## src/rtl/hazard_scoreboard_pkg.sv

```systemverilog
`default_nettype none
// ============================================================================
// Module      : hazard_scoreboard_pkg
// Description : Shared types and helpers for the hazard/forwarding scoreboard.
//               Entry record layout, forward-select width, register-file
//               select encoding and the LOAD_LAT legality check.
// Revision    : 1.0 - initial release
// ============================================================================
package hazard_scoreboard_pkg;

   // The entry record carries a fixed-width destination field so one type
   // serves every AW up to this width. Narrower AW values are zero-extended.
   localparam int c_RD_MAX_W = 8;

   // Forward-select value meaning "read the register file".
   localparam int c_FWD_RF = 0;

   typedef struct packed {
      logic                  valid;
      logic [c_RD_MAX_W-1:0] rd;
      logic                  load;
   } hz_entry_t;

   // One select code per tracked entry plus the register-file code.
   function automatic int sel_width(input int depth);
      return $clog2(depth + 1);
   endfunction

   // Load data must become forwardable at some tracked entry other than
   // the first.
   function automatic bit load_lat_ok(input int lat, input int depth);
      return (lat >= 1) && (lat <= depth - 1);
   endfunction

endpackage
`default_nettype wire

```

## src/rtl/hazard_scoreboard_match_port.sv

```systemverilog
`default_nettype none
// ============================================================================
// Module      : hz_match_port
// Description : Priority match of one source register against the in-flight
//               entry array. The lowest-index (youngest) valid entry with a
//               matching destination wins.
// Ports       : entries    - in-flight entry array (index 0 = youngest)
//               rs_addr    - source register address
//               rs_need    - the port really reads its source
//               sel        - 0 = register file, k+1 = forward from entry k
//               port_stall - youngest producer is a load whose data is not
//                            yet available
// Revision    : 1.0 - initial release
// ============================================================================
module hz_match_port
   import hazard_scoreboard_pkg::*;
#(
   parameter int DEPTH    = 3,
   parameter int AW       = 5,
   parameter int LOAD_LAT = 1,
   parameter int SELW     = 2
)(
   input  hz_entry_t        entries [DEPTH],
   input  logic [AW-1:0]    rs_addr,
   input  logic             rs_need,
   output logic [SELW-1:0]  sel,
   output logic             port_stall
);

   logic [c_RD_MAX_W-1:0] w_key;
   logic                  w_found;

   assign w_key = c_RD_MAX_W'(rs_addr);

   always_comb begin
      sel        = SELW'(c_FWD_RF);
      port_stall = 1'b0;
      w_found    = 1'b0;
      // Register 0 is hardwired zero and never has a producer.
      if (rs_need && (rs_addr != '0)) begin
         for (int k = 0; k < DEPTH; k++) begin
            if (!w_found && entries[k].valid && (entries[k].rd == w_key)) begin
               w_found = 1'b1;
               // A load too young to forward blocks the port; older
               // matches must not be used because they hold stale data.
               if (entries[k].load && (k < LOAD_LAT)) begin
                  port_stall = 1'b1;
               end else begin
                  sel = SELW'(k + 1);
               end
            end
         end
      end
   end

endmodule
`default_nettype wire

```

## src/rtl/hazard_scoreboard.sv

```systemverilog
`default_nettype none
// ============================================================================
// Module      : hazard_scoreboard
// Description : Parametrised hazard/forwarding unit. Tracks register writes
//               in flight across DEPTH post-issue stages and produces the
//               per-read-port forward selects, the load-use issue stall and a
//               per-register busy vector.
// Ports       : Clk, Rst      - clock, asynchronous active-high reset
//               issue_*       - instruction presented by decode
//               rs_addr/need  - NRD packed source addresses / read enables
//               Stall         - global hold of every entry
//               Flush         - per-entry invalidate (beats capture/shift/hold)
//               fwd_sel       - NRD packed selects, SELW bits each
//               issue_stall   - load-use bubble request
//               busy          - bit r set while a valid entry targets r
// Options     : HZ_SCOREBOARD_STATS_EN adds saturating stat_lu_stalls and
//               stat_flushes counters as outputs.
// Revision    : 1.0 - initial release
// ============================================================================
module hazard_scoreboard
   import hazard_scoreboard_pkg::*;
#(
   parameter  int NREG     = 32,
   parameter  int AW       = 5,
   parameter  int DEPTH    = 3,
   parameter  int NRD      = 2,
   parameter  int LOAD_LAT = 1,
   localparam int SELW     = sel_width(DEPTH)
)(
   input  logic                 Clk,
   input  logic                 Rst,
   input  logic                 issue_valid,
   input  logic                 issue_we,
   input  logic                 issue_load,
   input  logic [AW-1:0]        issue_rd,
   input  logic [NRD*AW-1:0]    rs_addr,
   input  logic [NRD-1:0]       rs_need,
   input  logic                 Stall,
   input  logic [DEPTH-1:0]     Flush,
   output logic [NRD*SELW-1:0]  fwd_sel,
   output logic                 issue_stall,
`ifdef HZ_SCOREBOARD_STATS_EN
   output logic [31:0]          stat_lu_stalls,
   output logic [31:0]          stat_flushes,
`endif
   output logic [NREG-1:0]      busy
);

   generate
      if (!load_lat_ok(LOAD_LAT, DEPTH)) begin : g_bad_load_lat
         $error("hazard_scoreboard: LOAD_LAT must lie in 1..DEPTH-1");
      end
      if (AW > c_RD_MAX_W) begin : g_bad_aw
         $error("hazard_scoreboard: AW exceeds entry rd field width");
      end
   endgenerate

   hz_entry_t        r_entry [DEPTH];
   hz_entry_t        w_new_entry;
   logic [SELW-1:0]  w_sel [NRD];
   logic [NRD-1:0]   w_port_stall;
   logic             w_capture;
   logic [NREG-1:0]  w_busy;

   // ---------------------------------------------------------------------
   // Hazard detection, one matcher per read port
   // ---------------------------------------------------------------------
   generate
      for (genvar p = 0; p < NRD; p++) begin : g_port
         hz_match_port #(
            .DEPTH    (DEPTH),
            .AW       (AW),
            .LOAD_LAT (LOAD_LAT),
            .SELW     (SELW)
         ) u_match (
            .entries    (r_entry),
            .rs_addr    (rs_addr[p*AW +: AW]),
            .rs_need    (rs_need[p]),
            .sel        (w_sel[p]),
            .port_stall (w_port_stall[p])
         );
         assign fwd_sel[p*SELW +: SELW] = w_sel[p];
      end
   endgenerate

   // A stalled issue is not in flight; it becomes a bubble in entry 0.
   assign issue_stall = issue_valid & (|w_port_stall);

   assign w_capture   = issue_valid & issue_we & (issue_rd != '0) & ~issue_stall;
   assign w_new_entry = '{valid: w_capture,
                          rd:    c_RD_MAX_W'(issue_rd),
                          load:  issue_load};

   // ---------------------------------------------------------------------
   // Entry pipeline: Flush wins, otherwise shift unless Stall holds
   // ---------------------------------------------------------------------
   generate
      for (genvar k = 0; k < DEPTH; k++) begin : g_entry
         if (k == 0) begin : g_head
            always_ff @(posedge Clk or posedge Rst) begin
               if (Rst) begin
                  r_entry[0] <= '0;
               end else if (Flush[0]) begin
                  r_entry[0] <= '0;
               end else if (!Stall) begin
                  r_entry[0] <= w_new_entry;
               end
            end
         end else begin : g_tail
            always_ff @(posedge Clk or posedge Rst) begin
               if (Rst) begin
                  r_entry[k] <= '0;
               end else if (Flush[k]) begin
                  r_entry[k] <= '0;
               end else if (!Stall) begin
                  r_entry[k] <= r_entry[k-1];
               end
            end
         end
      end
   endgenerate

   // ---------------------------------------------------------------------
   // Busy vector: decoded OR of every valid destination
   // ---------------------------------------------------------------------
   always_comb begin
      w_busy = '0;
      for (int k = 0; k < DEPTH; k++) begin
         if (r_entry[k].valid) begin
            w_busy[r_entry[k].rd[AW-1:0]] = 1'b1;
         end
      end
   end

   assign busy = w_busy;

`ifdef HZ_SCOREBOARD_STATS_EN
   // ---------------------------------------------------------------------
   // Saturating event counters
   // ---------------------------------------------------------------------
   logic [31:0] r_lu_stalls;
   logic [31:0] r_flushes;

   always_ff @(posedge Clk or posedge Rst) begin
      if (Rst) begin
         r_lu_stalls <= '0;
         r_flushes   <= '0;
      end else begin
         // Only count bubbles that are really inserted (not frozen by Stall).
         if (issue_stall && !Stall && (r_lu_stalls != '1)) begin
            r_lu_stalls <= r_lu_stalls + 32'd1;
         end
         if ((Flush != '0) && (r_flushes != '1)) begin
            r_flushes <= r_flushes + 32'd1;
         end
      end
   end

   assign stat_lu_stalls = r_lu_stalls;
   assign stat_flushes   = r_flushes;
`endif

endmodule
`default_nettype wire

```

## config.mk

```make
export PLATFORM = sky130hd
export DESIGN_NAME = hazard_scoreboard
export DESIGN_NICKNAME = d
export VERILOG_FILES = /design/src/rtl/hazard_scoreboard_pkg.sv /design/src/rtl/hazard_scoreboard_match_port.sv /design/src/rtl/hazard_scoreboard.sv
export SDC_FILE = /design/constraint.sdc
export NUM_CORES = 1
export LEC_CHECK = 0
export BUFFER_PORTS_ARGS = -buffer_cell sky130_fd_sc_hd__buf_2
export CAP_MARGIN = 20
export CORE_MARGIN = 1
export CORE_UTILIZATION = 45
export CTS_BUF_LIST = sky130_fd_sc_hd__clkbuf_4 sky130_fd_sc_hd__clkbuf_8
export DETAILED_ROUTE_END_ITERATION = 10
export GPL_TIMING_DRIVEN = 0
export PLACE_DENSITY = 0.71
export SLEW_MARGIN = 30
export SYNTH_ARGS = -nofsm -noshare
export SYNTH_HDL_FRONTEND = slang
export SYNTH_SLANG_ARGS = --single-unit
```

## constraint.sdc

```tcl
create_clock -name Clk -period 2 [get_ports Clk]
set_input_delay 0.1 -clock Clk [delete_from_list [all_inputs] [get_ports Clk]]
set_output_delay 0.1 -clock Clk [all_outputs]
set_load 0.01 [all_outputs]
```

==> results of run 1 <==
==> routing by layer <==
| layer | vias up | routed length [um] |
|---|---|---|
| li1 | 1112 | - |
| met1 | 1108 | 2950 |
| met2 | 118 | 3130 |
| met3 | 6 | 554 |
| met4 | 0 | 27 |
| met5 | - | 0 |
==> cell usage in the layout, fill, tap and decap left out, types with 7 or more instances in the layout <==
cell | netlist | final
sky130_fd_sc_hd__dfrtp_1 | 19 | 19
sky130_fd_sc_hd__and3b_1 | 9 | 8
sky130_fd_sc_hd__buf_2 | 4 | 66
sky130_fd_sc_hd__nor2_1 | 25 | 22
sky130_fd_sc_hd__nor3b_2 | 3 | 7
sky130_fd_sc_hd__mux2i_1 | 18 | 18
sky130_fd_sc_hd__xor2_1 | 24 | 24
sky130_fd_sc_hd__nand2_1 | 64 | 64
sky130_fd_sc_hd__and3_1 | 11 | 9
sky130_fd_sc_hd__a22oi_1 | 28 | 28
==> final timing paths <==
check                      depth (start not counted)           to  slack, ns        start
setup / recovery                                   6   fwd_sel[0]       0.06   r_entry[5]
hold / removal                                     2  r_entry[14]       0.08     Flush[1]
setup reg to reg                                   5  r_entry[29]       0.52  r_entry[21]
hold reg to reg                                    2  r_entry[20]       0.64  r_entry[20]
max in group asynchronous                          3   r_entry[3]       1.03          Rst
min in group asynchronous                          3  r_entry[21]       0.53          Rst
==> worst max-delay path: cells and delay by family, from the launching register on <==
kind	cells	cell delay, ns
buffers and inverters	2	0.36
and+or+nand+nor	2	0.44
xor gates and xnor gates	1	0.19
AOI/OAI and AO/OA	1	0.21
DFF	1	0.39
==> report_power, final <==
part,switching (mW),total (mW),internal [mW]
clock,0.123,0.279,0.155
combinational,0.148,0.244,0.0963
sequential,0.0198,0.418,0.398
==> stage by stage <==
stage               instances  util (%)
floorplan                 281         -
global placement          394      56.2
detailed placement        394      56.2
CTS                       398      57.8
global route              391      59.1
finish                    391      59.1
==> kinds of logic (layout without fill, tap and decap cells) <==
family | count (synthesis) | in the layout
XOR/XNOR | 30 | 30
flip-flops | 19 | 19
multiplexers | 18 | 18
AO/OA/AOI/OAI | 42 | 42
AND/OR/NAND/NOR | 143 | 143
buffers and inverters | 29 | 87
==> layout make-up <==
cell class,instances,area [um2],share of cell area (%)
multi-input combinational,233,1610,61.7
sequential,19,475,18.2
timing repair buffer,62,315,12.1
buffer,16,76.3,2.92
tap,52,65.1,2.49
clock buffer,4,48.8,1.87
inverter,5,18.8,0.719
==> repair_timing <==
| item | 4_1_cts | 5_1_grt |
|---|---|---|
| pin swaps | 0 | 4 |
| gates resized for setup | 5 | 29 |
| hold endpoints to repair | 19 | 0 |
| hold buffers | 1 | 0 |
| setup endpoints to repair | 6 | 35 |
| cloned | 0 | 0 |
==> summary.md, run 1 <==
| Metric | Value |
|---|---|
| Registers with the highest flip-flop counts | r_entry (19) |
| Final total power | 0.941 mW |
| CP required | 1.90 ns |
| Largest buffer count on any clock path | 2 |
| Top-area cell type share of the netlist area | between 20% and 30% |
| Share of synthesized flip-flops with an asynchronous set or reset | 100% |
| Upper clock frequency limit | roughly 510 MHz |
| Buffers added on ports | 61 |
| Y dimension of the die | about 70 um |
| Flip-flop and latch count after synthesis | 19 |
| Max reg flops | 19 |
| Number of synthesized flops with an enable pin | 0 |
| Post-synthesis instance area | 2110 um2 |
| Synthesized-area fraction occupied by adder cells | 0% |
| Average wire per cell in the routed design | 17.1 um |
| Largest register by flop count | r_entry |
| Net count reported at finish | 366 |
| Post-synthesis cell type count | 29 |
| I/O pins | 63 |
| Result of the run | finished clean |
| Cell Pwr Density | about 360 nW/um2 |
| Max Cap Violations | 0 |
| Number of H-tree levels | 1 |
| Vias after detailed routing | around 2300 |
| First-pass GRT wire length | between 10000 and 15000 um |
| Most used flip-flop cell after synthesis | sky130_fd_sc_hd__dfrtp_1 |
| Placeable Area | between 4000 and 5000 um2 |
| Setup violation total in the final timing report | 0 |
| Synth warnings | 0 |
| Final Max Tran Viols | 0 |
| Count of TritonRoute iterations in the first routing pass | 5 |
| Cell row count | 24 |
| Max FO, Critical Path | 10 |
| Cell taking the most area after synthesis | sky130_fd_sc_hd__dfrtp_1 |
| Standard cell with the maximum stage delay on the critical path | sky130_fd_sc_hd__dfrtp_1 |
| Post-synth net total | a little over 300 |
| CP startpoint kind | flop |
| Number of nets with antenna violations after detailed routing | 0 |
| Simple-gate share of the synthesized area | a little over a third |
| Leakage | 1.50 nW |
| Final Hold Fails | 0 |
| Clock Pin Slew Worst Setup and Hold Paths | approximately 0.070 ns |
| Endpoint kind of the worst setup timing path | output pin |
| Critical path, cell by cell | buf_2, xor2_1, nor4_2, nand4_1, o31ai_1, buf_2 |
| Aggregate routed wire length | 6670 um |
| Count of inserted antenna diode cells | 0 |
| Post-Syn Instances | 281 |
| Share of the synthesized area in compound gates (AO/OA/AOI/OAI) | about 16% |
| Setup Skew | between 0.0015 and 0.002 ns |
| Critical Setup Path Class | flop to output pin |
| Final-layout setup total negative slack | 0 ns |
| Number of global-route vias before repair | ~2300 |
| TritonCTS Buffers | 3 |
| Placed wire-length estimate | ~4500 um |
| Maximum vdd ir drop | 0.000339 V |
| Clk Tree Root Cell | sky130_fd_sc_hd__clkbuf_8 |
| Period utilization | 97.2% |
| Final setup margin | 0.0565 ns |
| Post-route minimum period | roughly 1.9 ns |
| Total clock sinks | 19 |
| Cell area after placement | between 2000 and 2500 um2 |
| Synthesized area divided by synthesized cell count | between 7 and 8 um2 |
| Worst slew margin relative to its limit | a little over half |
| Post-route design area | 2610 um2 |
| Critical Path Most Common Cell | sky130_fd_sc_hd__buf_2 |
| Delay contributed by the slowest stage of the critical path | between 0.3 and 0.4 ns |
| Slew @ Worst Pin | 0.698 ns |
| Share of cells above drive strength 1 | around 29% |
| GR Util met1 | ~37% |
| Maximum number of pins on one net before global-route repair | 20 |
| Clock latency reported for the late side of the worst-skew pair | about 0.25 ns |
| TritonCTS clock tree | done |
| Path category of the worst min-delay check | primary input to flop |
| Leading cell types by total area after synthesis | sky130_fd_sc_hd__dfrtp_1 (23%), sky130_fd_sc_hd__nand2_1 (11%), sky130_fd_sc_hd__a22oi_1 (10%) |
| Layout overhead on the synthesized area | 23.8% |
| Initial antenna violation count | 0 |
| DRC violation total after the first TritonRoute iteration | around 290 |
| Starting density of the core | 47.8% |
| Dominant cell by count in the synthesized netlist | sky130_fd_sc_hd__nand2_1 |
| Count of buffers added by post-CTS timing repair for setup | 0 |
| Multiplexer fraction of the synthesized cell area | under 10% |
| Met3 Track Usage GR | ~3.3% |
| Width of the die | between 70 and 80 um |
| Sequential share of the synthesized area | between 20% and 30% |
| Global routing's busiest layer | met2 |
| Post-detailed-route via-to-cell ratio | about 6.0 |
| Filler instances | ~420 |
| Top cells by instance count after synthesis | sky130_fd_sc_hd__nand2_1 (64), sky130_fd_sc_hd__a22oi_1 (28), sky130_fd_sc_hd__nor2_1 (25) |
| Main combinational cell family by area after synthesis | simple AND/OR/NAND/NOR gates |
| Smallest hold slack | 0.0760 ns |
| Count of unresolved DRC violations after routing | 0 |
| Unrepaired setup endpoints after global routing | yes |
| Post-placement setup slack | about 0.19 ns |
| Final weighted congestion in routability-driven placement | a little under 0.9 |
| All-layer global routing usage | 27.0% |
| CP arrival | 1.84 ns |
| Remaining global-route overflow | 0 |
| Area share of xor/xnor cells in the synthesized design | roughly an eighth |
| DIE AREA | 4960 um2 |
| GRT met2 Usage | 45.3% |
(Power assumes the default switching activity.)
==> inputs of run 2 (changes only) <==
CAP_MARGIN = unset   (was 20)
PLACE_DENSITY = 0.74   (was 0.71)
==> run 2 against run 1 <==
  * Clock power is essentially flat
  * Combinational power grew 3%
  * Register-to-register slack is essentially flat
  * Sequential power is essentially flat
  * Global-route usage shrank 0.46 points
  * First-iteration DRC count grew 14%
  * Worst hold slack lost 0.013 ns
  * Flip-flop and latch count is the same
  * Sequential share of layout area shrank 0.42 points
  * Largest cell class unchanged
  * Total power grew 0.75%
  * Final area grew 2.9%
  * Via count grew 2.5%
==> summary.md, run 2 (synthesis gave the netlist of run 1 again) <==
| Metric | Value |
|---|---|
| Result of the run | finished clean |
| All-layer global routing usage | between 20% and 30% |
| Post-placement setup slack | approximately 0.12 ns |
| Starting density of the core | between 40% and 50% |
| Cell Pwr Density | 353 nW/um2 |
| Max FO, Critical Path | 2 |
| Clock Pin Slew Worst Setup and Hold Paths | ~0.070 ns |
| Max Cap Violations | 0 |
| Final setup margin | 0.0653 ns |
| I/O pins | between 60 and 70 |
| Path category of the worst min-delay check | primary input to flop |
| DIE AREA | a little under 5000 um2 |
| Registers with the highest flip-flop counts | r_entry (19) |
| TritonCTS Buffers | 3 |
| Net count reported at finish | roughly 370 |
| Count of TritonRoute iterations in the first routing pass | 8 |
| Period utilization | between 90% and 100% |
| Worst path top cell family by delay | simple AND/OR/NAND/NOR gates |
| Largest register by flop count | r_entry |
| Width of the die | 70.4 um |
| Final Hold Fails | 0 |
| Final Max Tran Viols | 0 |
| Upper clock frequency limit | around 520 MHz |
| Leakage | 1.55 nW |
| Average wire per cell in the routed design | about 17 um |
| Setup violation total in the final timing report | 0 |
| Maximum vdd ir drop | approximately 0.00047 V |
| Largest buffer count on any clock path | 2 |
| Placeable Area | around 4400 um2 |
| CP startpoint kind | flop |
| Filler-free cell count of the finished design | slightly below 400 |
| Vias after detailed routing | around 2400 |
| TritonCTS clock tree | done |
| Y dimension of the die | slightly above 70 um |
| Count of unresolved DRC violations after routing | 0 |
| CP required | about 1.9 ns |
| Number of H-tree levels | 1 |
| Layout overhead on the synthesized area | 27.4% |
| Number of nets with antenna violations after detailed routing | 0 |
| First-pass GRT wire length | around 11000 um |
| Share of cells above drive strength 1 | between 30% and 40% |
| Critical Setup Path Class | flop to output pin |
| Instance count after placement with tap cells included | 394 |
| Highest-count cells in the layout ignoring fill and taps | sky130_fd_sc_hd__buf_2 (65), sky130_fd_sc_hd__nand2_1 (64), sky130_fd_sc_hd__a22oi_1 (28) |
| Slew @ Worst Pin | about 0.67 ns |
| Setup Skew | roughly 0.0032 ns |
| Cell area after placement | 2480 um2 |
| Critical path, cell by cell | buf_4, xor2_1, nor4_2, nand4_1, o31ai_1, buf_2 |
| DRC violation total after the first TritonRoute iteration | 335 |
| Remaining global-route overflow | 0 |
| CP arrival | between 1.5 and 2 ns |
| CP bufs+invs | 2 |
| Leading cell type in the layout, fill and taps excluded | sky130_fd_sc_hd__buf_2 |
| Total clock sinks | 19 |
| Post-route minimum period | a little under 2 ns |
| Unrepaired setup endpoints after global routing | yes |
| Final weighted congestion in routability-driven placement | 0.865 |
| Post-route design area | around 2700 um2 |
| Delay contributed by the slowest stage of the critical path | ~0.4 ns |
| Placed wire-length estimate | 4580 um |
| Clk Tree Root Cell | sky130_fd_sc_hd__clkbuf_8 |
| Endpoint kind of the worst setup timing path | output pin |
| Max reg flops | 19 |
| Smallest hold slack | 0.0635 ns |
| Number of global-route vias before repair | between 2000 and 2500 |
| Standard cell with the maximum stage delay on the critical path | sky130_fd_sc_hd__dfrtp_1 |
| Initial antenna violation count | 0 |
| Maximum number of pins on one net before global-route repair | 20 |
| Post-detailed-route via-to-cell ratio | around 6.1 |
| Cell row count | 24 |
| Post-route core utilization | roughly three fifths |
| Worst slew margin relative to its limit | ~55% |
| Clock latency reported for the late side of the worst-skew pair | 0.25 ns |
| Buffers added on ports | a little over 60 |
| Count of inserted antenna diode cells | 0 |
| Aggregate routed wire length | about 6700 um |
-- run 2: power by group --
group / internal (mW) / switching [mW]
sequential: 0.398 / 0.0227
clock: 0.155 / 0.121
combinational: 0.100 / 0.151
total: 0.654 / 0.294
-- run 2: through the flow --
step                power [mW]  setup TNS [ns]
floorplan                0.559               0
global placement         0.636               0
detailed placement       0.642               0
CTS                      0.917        -0.00773
global route             0.992         -0.0438
finish                   0.948               0
-- run 2: timing repair --
item	CTS	global route
setup endpoints to repair	8	37
resized for setup	6	36
hold endpoints to repair	19	0
pin swaps	0	5
hold buffers	1	0
buffers inserted	0	6
-- run 2: path summary, 6_finish.rpt --
path | from | endpoint | slack, ns | cells after the start
max | r_entry[5] | fwd_sel[2] | 0.07 | 6
min | Flush[1] | r_entry[13] | 0.06 | 2
max reg2reg | r_entry[22] | r_entry[29] | 0.51 | 5
min reg2reg | r_entry[2] | r_entry[2] | 0.64 | 2
max in group asynchronous | Rst | r_entry[2] | 1.04 | 3
min in group asynchronous | Rst | r_entry[21] | 0.48 | 3
-- run 2: cell type report --
| type | instances | area (um2) |
|---|---|---|
| multi-input cells | 233 | 1620 |
| fillers | 399 | 1730 |
| flip-flops and latches | 19 | 478 |
| clock buffers | 4 | 48.8 |
| plain buffers | 16 | 85.1 |
| repair buffers | 68 | 373 |
| well taps | 52 | 65.1 |
| inverters | 5 | 18.8 |
-- run 2: layer usage --
| layer | vias to the layer above | GRT usage [%] | routed length [um] |
|---|---|---|---|
| met5 | - | 0 | 0 |
| met4 | 0 | 7.56 | 118 |
| li1 | 1125 | - | - |
| met3 | 19 | 3.75 | 527 |
| met1 | 1131 | 35.9 | 2850 |
| met2 | 127 | 43.8 | 3220 |
==> inputs of run 3 (changes only) <==
CORE_UTILIZATION = 54   (was 45)
PLACE_DENSITY = 0.86   (was 0.74)
==> run 3 against run 2 <==
  * Core utilization rose by 9.1 points
  * Largest power group unchanged
  * Largest cell class unchanged
  * Via count fell by 0.25%
  * Combinational power fell by 6%
  * Wire length fell by 6.3%
  * Clock skew rose by 0.0021 ns
  * Clock power rose by 1%
  * Critical path depth fell by 1
  * Worst hold slack got worse by 0.0018 ns
  * Count of clock-buffer cells in the layout did not move
  * Fmax fell by 0.66%
  * Final area fell by 3.2%
==> summary.md, run 3 (synthesis gave the netlist of run 1 again) <==
| Metric | Value |
|---|---|
| CP required | between 1.5 and 2 ns |
| Width of the die | approximately 64 um |
| Upper clock frequency limit | 513 MHz |
| Maximum number of pins on one net before global-route repair | 20 |
| Starting density of the core | 56.7% |
| Unrepaired setup endpoints after global routing | no |
| Share of cells above drive strength 1 | between 20% and 30% |
| Number of H-tree levels | 1 |
| Remaining global-route overflow | 0 |
| Max FO, Critical Path | 8 |
| Registers with the highest flip-flop counts | r_entry (19) |
| Count of unresolved DRC violations after routing | 0 |
| Critical path origin | r_entry[29] |
| Count of TritonRoute iterations in the first routing pass | 6 |
| Net count reported at finish | 369 |
| Clock latency reported for the late side of the worst-skew pair | around 0.26 ns |
| Post-placement setup slack | about 0.23 ns |
| Count of inserted antenna diode cells | 0 |
| Cell row count | 22 |
| Layout overhead on the synthesized area | 23.3% |
| Period utilization | a little over nine tenths |
| Clock share of power | between 20% and 30% |
| DRC violation total after the first TritonRoute iteration | roughly 370 |
| Setup Skew | roughly 0.0053 ns |
| Critical Setup Path Class | flop to output pin |
| Maximum vdd ir drop | 0.000447 V |
| Final weighted congestion in routability-driven placement | 0.914 |
| Placed wire-length estimate | 4460 um |
| Final Hold Fails | 0 |
| Initial antenna violation count | 0 |
| First-pass GRT wire length | 10300 um |
| Aggregate routed wire length | 6300 um |
| Internal power of the cells | ~0.65 mW |
| Path category of the worst min-delay check | primary input to flop |
| CP arrival | about 1.9 ns |
| TritonCTS clock tree | done |
| Cell Pwr Density | between 300 and 400 nW/um2 |
| Net load switching power | about 0.29 mW |
| TritonCTS Buffers | 3 |
| Comb power frac | between 20% and 30% |
| Smallest hold slack | a little over 0.06 ns |
| Slew @ Worst Pin | between 0.6 and 0.7 ns |
| Setup violation total in the final timing report | 0 |
| Vias after detailed routing | about 2400 |
| Hold path startpoint | Flush[1] |
| Post-detailed-route via-to-cell ratio | 6.14 |
| Max reg flops | 19 |
| I/O pins | 63 |
| Buffers added on ports | just over 60 |
| Y dimension of the die | ~64 um |
| Final Max Tran Viols | 0 |
| Max Cap Violations | 0 |
| Average wire per cell in the routed design | approximately 16 um |
| Worst R2R Start | r_entry[21] |
| Placeable Area | 3720 um2 |
| Post-route minimum period | ~2 ns |
| Final-layout setup total negative slack | 0 ns |
| Post-route core utilization | a little over two thirds |
| Sequential group share of total power | ~45% |
| Highest-count cells in the layout ignoring fill and taps | sky130_fd_sc_hd__buf_2 (65), sky130_fd_sc_hd__nand2_1 (64), sky130_fd_sc_hd__a22oi_1 (28) |
| All-layer global routing usage | approximately a third |
| Clock Pin Slew Worst Setup and Hold Paths | about 0.070 ns |
| Clk Tree Root Cell | sky130_fd_sc_hd__clkbuf_8 |
| Number of nets with antenna violations after detailed routing | 0 |
| Leading cell type in the layout, fill and taps excluded | sky130_fd_sc_hd__buf_2 |
| Total clock sinks | 19 |
| DIE AREA | 4160 um2 |
| Number of global-route vias before repair | around 2200 |
| Result of the run | finished clean |
| Largest buffer count on any clock path | 2 |
| Filler-free cell count of the finished design | a little under 400 |
| Leakage | approximately 1.5 nW |
| Endpoint kind of the worst setup timing path | output pin |
| Final setup margin | between 0.05 and 0.06 ns |
| Net Sw Frac | between 30% and 40% |
| Largest register by flop count | r_entry |
| Worst slew margin relative to its limit | between 50% and 60% |
| Instance count after placement with tap cells included | 390 |
| CP startpoint kind | flop |
## run 3: changes by cell type in the layout (fill, tap and decap cells not counted), sizes merged
cell / previous run / this run
clkbuf: 15 / 17
buf: 72 / 67
## run 3: final cells by class
cell class                      count  area [um2]
Tap cell                           48        60.1
Sequential cell                    19         477
Multi-Input combinational cell    233        1580
Buffer                             17        82.6
Timing Repair Buffer               64         330
Fill cell                         316        1120
Inverter                            5        18.8
Clock buffer                        4        48.8
## run 3: stage by stage
step | area (um2) | power (mW)
final | 2600 | 0.935
after global routing | 2600 | 0.977
after CTS | 2540 | 0.922
after detailed placement | 2470 | 0.642
after global placement | 2470 | 0.632
after floorplan | 2110 | 0.559
## run 3: repair_timing
| item | in CTS | in global routing |
|---|---|---|
| resized for setup | 4 | 28 |
| setup buffers | 0 | 2 |
| hold endpoints to repair | 19 | 0 |
| hold buffers | 1 | 0 |
| setup endpoints to repair | 6 | 33 |
| pin swaps | 0 | 4 |
## run 3: worst max-delay path, cell delays in order, from the launching register on
cell and delay [ns]:
sky130_fd_sc_hd__dfrtp_1 0.52, sky130_fd_sc_hd__nand2_1 0.09, sky130_fd_sc_hd__nor2_1 0.50, sky130_fd_sc_hd__a22oi_1 0.21
sky130_fd_sc_hd__nand2_1 0.13, sky130_fd_sc_hd__buf_2 0.14
## run 3: path summary, 6_finish.rpt
kind / end / slack (ns) / cells after the start
setup / recovery: busy[9] / 0.05 / 5
hold reg to reg: r_entry[20] / 0.65 / 2
hold / removal: r_entry[11] / 0.06 / 2
max in group asynchronous: r_entry[11] / 1.05 / 3
setup reg to reg: r_entry[29] / 0.51 / 5
min in group asynchronous: r_entry[19] / 0.48 / 3
## run 3: power by group through the flow
stage / Sequential, mW / Clock (mW) / Combinational [mW]
after global routing: 0.422 / 0.301 / 0.255
after floorplan: 0.415 / 0 / 0.144
final: 0.420 / 0.280 / 0.236
after global placement: 0.420 / 0 / 0.212
after CTS: 0.416 / 0.281 / 0.225
after detailed placement: 0.421 / 0 / 0.221
## run 3: per-layer routing
layer / part of all wire (%) / vias to the layer above / global-route usage, %
li1: - / 1117 / -
met1: 43 / 1117 / 44.4
met2: 47 / 137 / 51.4
met3: 7.3 / 25 / 2.29
met4: 2.3 / 0 / 12.8
met5: 0 / - / 0
